$ cat config.mk
export PLATFORM = sky130hd
export DESIGN_NAME = prog_mem
export DESIGN_NICKNAME = d
export VERILOG_FILES = /design/src/rtl/prog_mem.sv
export SDC_FILE = /design/constraint.sdc
export NUM_CORES = 1
export LEC_CHECK = 0
export BUFFER_PORTS_ARGS = -buffer_cell sky130_fd_sc_hd__buf_4
export CORE_MARGIN = 4
export CORE_UTILIZATION = 40
export DETAILED_ROUTE_END_ITERATION = 10
export PLACE_DENSITY = 0.62
export SLEW_MARGIN = 20
export SYNTH_ARGS = -nofsm -noshare
export SYNTH_HDL_FRONTEND = slang
export SYNTH_SLANG_ARGS = --single-unit
$ cat constraint.sdc
create_clock -name clk -period 5 [get_ports clk]
set_input_delay 0.25 -clock clk [delete_from_list [all_inputs] [get_ports clk]]
set_output_delay 0.25 -clock clk [all_outputs]
set_load 0.05 [all_outputs]
$ cat src/rtl/prog_mem.sv
// Loadable program memory: the CPU reads combinationally; a streaming loader rewrites the whole image.
// Optional parity checking of load words is enabled by defining PROG_MEM_PARITY_EN.
module prog_mem #(
  parameter int                 ADDR_W   = 4,
  parameter int                 DATA_W   = 8,
  parameter logic [DATA_W-1:0]  NOP_WORD = {DATA_W{1'b0}}
) (
  input  logic              clk,
  input  logic              rst_n,
  input  logic [ADDR_W-1:0] address,
  output logic [DATA_W-1:0] data,
  input  logic              ld_start,
  input  logic              ld_valid,
  input  logic [DATA_W-1:0] ld_data,
  output logic              ld_ready,
  output logic              ld_busy,
  output logic              ld_done,
  output logic [ADDR_W:0]   ld_count
`ifdef PROG_MEM_PARITY_EN
  ,
  input  logic              ld_par,
  output logic              ld_err
`endif
);

  localparam int                DEPTH    = 2 ** ADDR_W;
  localparam logic [ADDR_W-1:0] PTR_LAST = ADDR_W'(DEPTH - 1);
  localparam logic [ADDR_W-1:0] PTR_ONE  = ADDR_W'(1);
  localparam logic [ADDR_W:0]   CNT_ONE  = (ADDR_W + 1)'(1);

  typedef enum logic [1:0] {
    IDLE = 2'b00,
    LOAD = 2'b01,
    DONE = 2'b10
  } state_t;

  state_t              state_r;
  logic [ADDR_W-1:0]   ptr_r;
  logic [ADDR_W:0]     count_r;
  logic                ready_r;
  logic                busy_r;
  logic                done_r;
  logic [DATA_W-1:0]   mem_r [DEPTH];
  logic                wr_en_s;
  logic                start_ok_s;

  assign ld_ready = ready_r;
  assign ld_busy  = busy_r;
  assign ld_done  = done_r;
  assign ld_count = count_r;

  // Transfer and restart qualifiers derived from the current state.
  always_comb begin
    wr_en_s    = 1'b0;
    start_ok_s = 1'b0;
    if (state_r == LOAD) begin
      wr_en_s = ld_valid;
    end else if (state_r == IDLE) begin
      start_ok_s = ld_start;
    end else begin
      wr_en_s    = 1'b0;
      start_ok_s = 1'b0;
    end
  end

  // Fetch path: zero-latency read, replaced by NOP while the image is being rewritten.
  always_comb begin
    data = mem_r[address];
    if (state_r == LOAD) begin
      data = NOP_WORD;
    end else begin
      data = mem_r[address];
    end
  end

  // Loader FSM with registered handshake outputs.
  always_ff @(posedge clk or negedge rst_n) begin
    if (!rst_n) begin
      state_r <= IDLE;
      ptr_r   <= {ADDR_W{1'b0}};
      count_r <= {(ADDR_W + 1){1'b0}};
      ready_r <= 1'b0;
      busy_r  <= 1'b0;
      done_r  <= 1'b0;
    end else begin
      case (state_r)
        IDLE: begin
          done_r <= 1'b0;
          if (ld_start) begin
            state_r <= LOAD;
            ptr_r   <= {ADDR_W{1'b0}};
            count_r <= {(ADDR_W + 1){1'b0}};
            ready_r <= 1'b1;
            busy_r  <= 1'b1;
          end
        end
        LOAD: begin
          if (ld_valid) begin
            ptr_r   <= ptr_r + PTR_ONE;
            count_r <= count_r + CNT_ONE;
            if (ptr_r == PTR_LAST) begin
              state_r <= DONE;
              ready_r <= 1'b0;
              busy_r  <= 1'b0;
              done_r  <= 1'b1;
            end
          end
        end
        DONE: begin
          state_r <= IDLE;
          done_r  <= 1'b0;
        end
        default: begin
          state_r <= IDLE;
          ready_r <= 1'b0;
          busy_r  <= 1'b0;
          done_r  <= 1'b0;
        end
      endcase
    end
  end

  // Instruction storage; reset leaves an all-zero image.
  always_ff @(posedge clk or negedge rst_n) begin
    if (!rst_n) begin
      for (int i = 0; i < DEPTH; i++) begin
        mem_r[i] <= {DATA_W{1'b0}};
      end
    end else if (wr_en_s) begin
      mem_r[ptr_r] <= ld_data;
    end
  end

`ifdef PROG_MEM_PARITY_EN
  function automatic logic parity_f(input logic [DATA_W-1:0] word);
    return ^word;
  endfunction

  logic err_r;
  assign ld_err = err_r;

  // Sticky parity error; a bad word is still written.
  always_ff @(posedge clk or negedge rst_n) begin
    if (!rst_n) begin
      err_r <= 1'b0;
    end else if (start_ok_s) begin
      err_r <= 1'b0;
    end else if (wr_en_s && (parity_f(ld_data) != ld_par)) begin
      err_r <= 1'b1;
    end
  end
`endif

endmodule

==> results.txt, run 1 <==
Syn avg cell area = 14.27 µm²
Critical Path RT = 4.75 ns
Share of cells above drive strength 1 = 43.33%
Hold crit path type = in2reg
Number of CTS-inserted buffers = 17
Initial DRT Pass Iterations = 4
Post-CTS Setup Inserts = 0
Async SR Flop Fraction = 100.0%
Total Negative Setup Slacks = 0 ns
Largest net degree at the start of global routing = 87
Syn Inst Count = 475
CTS Sinks = 141
R2R depth = 4
Setup crit end kind = output pin
Tcrit/Tclk final = 54.48%
Fin. max-slew vios = 0
Initial Util = 40.87%
CP startpoint = state_r[1]
Area growth, synth to finish = 14.97%
# nets final = 525
RSZ-0062 raised after global routing = no
Grt total ovfl = 0
Vias in the first global route = 4250
Worst Path Max Fanout = 9
Die area = 19090 µm²
FILL cells = 1497
Die W = 138.2 µm
Run status = completed
Netlist cell types = 42
Prevailing post-synth register cell = dfrtp_1
# H-tree levels = 4
Synth Cell Area = 6778 µm²
Drt first-iter violations = 213
GP Congestion = 0.7835
Arr. time, crit path = 2.47 ns
CTS root buffer = clkbuf_16
Worst R2R Start = state_r[1]
Dpl hpwl = 9.864 mm
Tot Pwr = 4.719 mW
IO Count = 32
Critical Path End = data[5]
Peak VDD IR = 0.2304 mV
Yosys Warn Count = 0
Fmax = 367.1 MHz
Pleak = 3.568 nW
Crit Reg-Reg Endpoint = mem_r[57]
Total power divided by cell area = 605.6 nW/µm²
Worst-Margin Slew = 1.019 ns
Clk Latency, worst-skew pair = 0.42 ns
Die height = 138.2 µm
Worst Skew = 0.005390 ns
Total GRT Usage = 16.03%
Clock-pin transition on the worst setup and hold timing paths = 0.06 ns
Register area share after synthesis = 52.06%
# DRC = 0
DR vias = 3915
Setup slack, reg-to-reg = 2.94 ns
Fin crit period = 2.724 ns
Initial antenna violation count = 0
CTS tree = yes
EDFF count, synth = 0
Remaining antenna violation count = 0
Num rows = 47
Crit start category = register
# diodes = 0
Number of max-cap violations = 0
Synth Net Count = 496
Bufs on Longest Clock Path = 2
Drt total wl = 14.63 mm
First-pass GRT wire length = 23.94 mm
# port buffers = 31
Routed len/inst = 19.85 µm
Final setup viols = 0
Vias/cell = 5.312
WS Path Type = reg2out
Core ar. = 16580 µm²
Max transition margin = 32.04%
Final hold vios = 0
#FFs+latches synth = 141
## final cells by class
cell class                      instances  area, µm²  area share [%]
Clock inverter                         13      166.4           2.136
Clock buffer                           19      452.9           5.812
Multi-Input combinational cell        307       3093           39.69
Tap cell                              220      275.3           3.532
Sequential cell                       141       3528           45.28
Timing Repair Buffer                   35      269.0           3.452
Inverter                                2      7.507         0.09634
## through the flow
step	cells	area (µm²)	setup WS [ns]	utilization, %	hold slack (ns)
after floorplan	475	6778	2.556	-	-0.04559
after CTS	737	7792	2.298	46.99	0.1842
final	737	7792	2.276	46.99	0.1995
after global routing	737	7792	2.154	46.99	0.2067
after detailed placement	704	7163	2.549	43.19	0.3608
after global placement	704	7163	2.518	43.19	0.3501
## report_power, final
part | internal [mW] | total, mW | switching (mW)
Sequential | 1.67 | 1.95 | 0.287
Combinational | 0.744 | 1.46 | 0.721
Clock | 0.811 | 1.30 | 0.491
## how the worst min path moves through the flow
stage | start | end | slack, ns | cells after the start
after floorplan | rst_n | ld_busy | -0.05 | 0
after global placement | rst_n | ld_count[4] | 0.35 | 1
after detailed placement | rst_n | ld_count[4] | 0.36 | 1
after CTS | ld_data[7] | mem_r[63] | 0.18 | 2
after global routing | ld_data[7] | mem_r[63] | 0.21 | 2
final | ld_data[7] | mem_r[63] | 0.20 | 2
## registers in the layout (all words and copies together), names as in the netlist
register and flops:
mem_r 128, ld_count 5, ptr_r 4, state_r 2, ld_busy 1, ld_done 1
## critical path, stage by stage (launching register included)
cell and delay, ns:
dfrtp_1 0.50, and2b_2 0.32, nor2_1 0.61, o2111ai_1 0.23
o31ai_1 0.14, buf_4 0.25
## cell families (layout without fill, tap and decap cells)
kind of cell    count (synthesis)  in the layout  share of synthesized area, %
xor+xnor                        5              5                        0.6462
fa+ha+maj                       5              5                        0.9230
simple gates                   76             76                         8.510
flops                         141            141                         52.06
buf+inv                        27             69                         2.307
compound gates                 38             38                         3.877
mux                           183            183                         31.68
## cells in the mapped netlist, types with 4 or more instances
cell | n | area share, %
a22oi_1 | 18 | 2.0
buf_2 | 5 | 0.37
buf_4 | 4 | 0.44
clkbuf_1 | 11 | 0.61
dfrtp_1 | 141 | 52
ha_1 | 5 | 0.92
mux2_2 | 118 | 20
mux2_4 | 8 | 1.8
mux2i_1 | 45 | 6.6
mux4_2 | 10 | 3.3
nand2_1 | 16 | 0.89
nand2b_1 | 9 | 0.83
nand3_1 | 7 | 0.52
nor2_1 | 12 | 0.66
nor2_4 | 6 | 1.0
nor2_8 | 6 | 1.8
nor2b_1 | 4 | 0.37
o21ai_0 | 9 | 0.66
## metal layers
layer	up-vias	share of wire, %	track usage, %
li1	1790	-	-
met1	2052	45	20.67
met2	52	50	26.21
met3	21	2.7	3.522
met4	0	2.7	6.812
met5	-	0	0
## what timing repair did
item | 4_1_cts | 5_1_grt
endpoints found under the hold margin | 85 | 0
endpoints found under the setup margin | 0 | 0
hold buffers | 1 | 0
gates resized for setup | 0 | 0
## placed cells by master, fill, tap and decap left out, types with 7 or more instances in the layout
| master | n |
|---|---|
| dfrtp_1 | 141 |
| nand3_1 | 7 |
| nand2b_1 | 9 |
| nand2_1 | 16 |
| mux2i_1 | 45 |
| clkbuf_16 | 17 |
| buf_4 | 33 |
| mux2_4 | 8 |
| mux2_2 | 118 |
| o21ai_0 | 9 |
| mux4_2 | 10 |
| nor2_1 | 12 |
| a22oi_1 | 18 |
(Power assumes the default switching activity.)
==> run 2: changes to the inputs <==
--- a/config.mk
+++ b/config.mk
@@ -5,11 +5,12 @@
 export SDC_FILE = /design/constraint.sdc
 export NUM_CORES = 1
 export LEC_CHECK = 0
+export ABC_AREA = 1
 export BUFFER_PORTS_ARGS = -buffer_cell sky130_fd_sc_hd__buf_4
 export CORE_MARGIN = 4
 export CORE_UTILIZATION = 40
 export DETAILED_ROUTE_END_ITERATION = 10
-export PLACE_DENSITY = 0.62
+export PLACE_DENSITY = 0.64
 export SLEW_MARGIN = 20
 export SYNTH_ARGS = -nofsm -noshare
 export SYNTH_HDL_FRONTEND = slang
==> constraint.sdc (replaced) <==
create_clock -name clk -period 2.3 [get_ports clk]
set_input_delay 0.115 -clock clk [delete_from_list [all_inputs] [get_ports clk]]
set_output_delay 0.115 -clock clk [all_outputs]
set_load 0.05 [all_outputs]
==> run 2 against run 1 <==
Against the previous run: combinational power up 100%; total power up 110%; synthesized area up 2.0%; clock power up 120%; final cell count up 56%; die area up 1.9%; global-route usage up 4.0 points; sequential share of layout area down 1.1 points; critical path type unchanged; critical endpoint is now data[2].
==> results.txt, run 2 <==
Syn Inst Count = 898
Most common cell in the netlist = nand2_1
Remaining antenna violation count = 0
Hold crit path type = in2reg
Worst Path Max Fanout = 11
Core ar. = 16760 µm²
Crit Reg-Reg Endpoint = mem_r[5]
Syn avg cell area = 7.701 µm²
# nets final = 938
Synth Cell Area = 6915 µm²
Pre-CTS worst setup slack = 0.5685 ns
Crit start category = register
# port buffers = 31
Final setup viols = 0
Area of the multi-input gates = 2705 µm²
Setup slack, reg-to-reg = 0.70 ns
Total GRT Usage = 20.07%
Vias in the first global route = 5782
Top cells by count, synth = 300 x nand2_1, 141 x dfrtp_1, 130 x o21ai_0, 112 x inv_1, 99 x nand3_1
Setup crit end kind = output pin
Critical Path RT = 2.18 ns
Leading cell type in the layout, fill and taps excluded = nand2_1
Clk Latency, worst-skew pair = 0.43 ns
Drt first-iter violations = 437
Number of max-cap violations = 0
# DRC = 0
Reg area = 3528 µm²
GP Congestion = 0.8599
Share of cells above drive strength 1 = 11.61%
Initial antenna violation count = 0
Post-CTS Setup Inserts = 0
FILL cells = 1640
IO Count = 32
Dpl hpwl = 11.98 mm
Final hold vios = 0
CTS root buffer = clkbuf_16
Total power divided by cell area = 1232 nW/µm²
Fin. max-slew vios = 0
Prevailing post-synth register cell = dfrtp_1
Final WS setup = 0.5592 ns
Max FFs per register = 128
Arr. time, crit path = 1.63 ns
Yosys Warn Count = 0
Vias/cell = 5.113
First-pass GRT wire length = 30.73 mm
RSZ-0062 raised after global routing = no
Run status = completed
Async SR Flop Fraction = 100.0%
Register area share after synthesis = 51.02%
Pleak = 3.919 nW
Largest cells by area after synthesis = dfrtp_1 51%, nand2_1 16%, o21ai_0 9.4%, nand3_1 7.2%, inv_1 6.1%
CTS tree = yes
Worst-Margin Slew = 0.6849 ns
#FFs+latches synth = 141
Peak VDD IR = 0.5943 mV
Bufs on Longest Clock Path = 2
Max transition margin = 54.29%
Total Negative Setup Slacks = 0 ns
Worst R2R Start = state_r[1]
DR vias = 5880
Fin crit period = 1.741 ns
Initial DRT Pass Iterations = 5
Area leader, netlist = dfrtp_1
Largest net degree at the start of global routing = 52
CTS Sinks = 141
# diodes = 0
Number of CTS-inserted buffers = 17
Grt total ovfl = 0
Die height = 139.5 µm
EDFF count, synth = 0
Fmax = 574.4 MHz
Largest Register = mem_r
Routed len/inst = 16.18 µm
CP startpoint = state_r[0]
Area growth, synth to finish = 15.58%
WS Path Type = reg2out
# H-tree levels = 4
Tcrit/Tclk final = 75.69%
Die area = 19460 µm²
Num rows = 47
Synth Net Count = 919
R2R depth = 6
Top-area cell type share of the netlist area = 51.02%
Clock-pin transition on the worst setup and hold timing paths = 0.06 ns
Drt total wl = 18.61 mm
Netlist cell types = 29
Critical Path End = data[2]
Worst Skew = 0.01024 ns
Most frequent cells in the layout = 300 x nand2_1, 141 x dfrtp_1, 130 x o21ai_0, 112 x inv_1, 99 x nand3_1
Initial Util = 41.26%
Die W = 139.5 µm
## run 2: cell types whose count changed after synthesis, sizes merged, moves of 9 or more
cell	change
a22oi	-18
buf	+15
clkbuf	+9
inv	+115
mux2	-128
mux2i	-45
mux4	-10
nand2	+292
nand2b	-9
nand3	+88
o21ai	+125
## run 2: critical path, stage by stage (launching register included)
cell and delay [ns]:
dfrtp_1 0.41, inv_2 0.08, nor2_4 0.04, buf_4 0.21, a21oi_1 0.22, buf_4 0.25
## run 2: kinds of logic after synthesis
logic type                 synth area share, %
and+or+nand+nor                          27.36
buffers and inverters                    9.860
AOI/OAI and AO/OA                        10.73
DFF                                      51.02
adders and majority gates               0.9046
xor gates and xnor gates                0.1267
## run 2: timing repair
action                    in CTS  in global routing
gates resized for setup        0                  0
hold buffers                   2                  0
hold endpoints to repair      50                  0
## run 2: worst min-delay path by stage
| stage | start | end | slack, ns | depth (start not counted) |
|---|---|---|---|---|
| 3_3_place_gp | rst_n | mem_r[62] | 0.1 | 1 |
| 3_5_place_dp | rst_n | mem_r[62] | 0.09 | 1 |
| 2_1_floorplan | rst_n | ld_busy | -0.18 | 0 |
| 5_1_grt | ld_data[7] | mem_r[103] | 0.02 | 3 |
| 6_report | ld_data[5] | mem_r[85] | 0.02 | 3 |
| 4_1_cts | ld_data[6] | mem_r[102] | 0.008 | 3 |
## run 2: stage by stage
step / hold slack, ns / std cells / instance area (µm²) / power (mW) / util [%]
finish: 0.02463 / 1150 / 7993 / 9.844 / 47.69
global route: 0.01561 / 1150 / 7993 / 10.56 / 47.69
CTS: 0.008101 / 1150 / 7993 / 9.904 / 47.69
detailed placement: 0.09431 / 1116 / 7361 / 7.036 / 43.92
global placement: 0.09737 / 1116 / 7361 / 6.959 / 43.92
floorplan: -0.1806 / 898 / 6915 / 6.170 / -
## run 2: routing by layer
metal	track usage, %	share of wire, %	up-vias
met5	0	0	-
met4	8.033	3.1	0
met3	4.837	6.1	42
met2	29.90	44	189
met1	28.27	46	2797
li1	-	-	2852
## run 2: report_power, final
| group | total (mW) | internal, mW | switching [mW] |
|---|---|---|---|
| Combinational | 2.96 | 0.993 | 1.97 |
| Clock | 2.84 | 1.72 | 1.11 |
| Sequential | 4.04 | 3.59 | 0.457 |
| Total | 9.84 | 6.30 | 3.54 |
## run 2: cell type report
type                    count  share of cell area [%]
clock inverters            14                   2.286
clock buffers              18                   5.369
inverters                 118                   5.573
repair buffers             49                   5.338
multi-input cells         590                   33.84
well taps                 220                   3.444
flip-flops and latches    141                   44.15
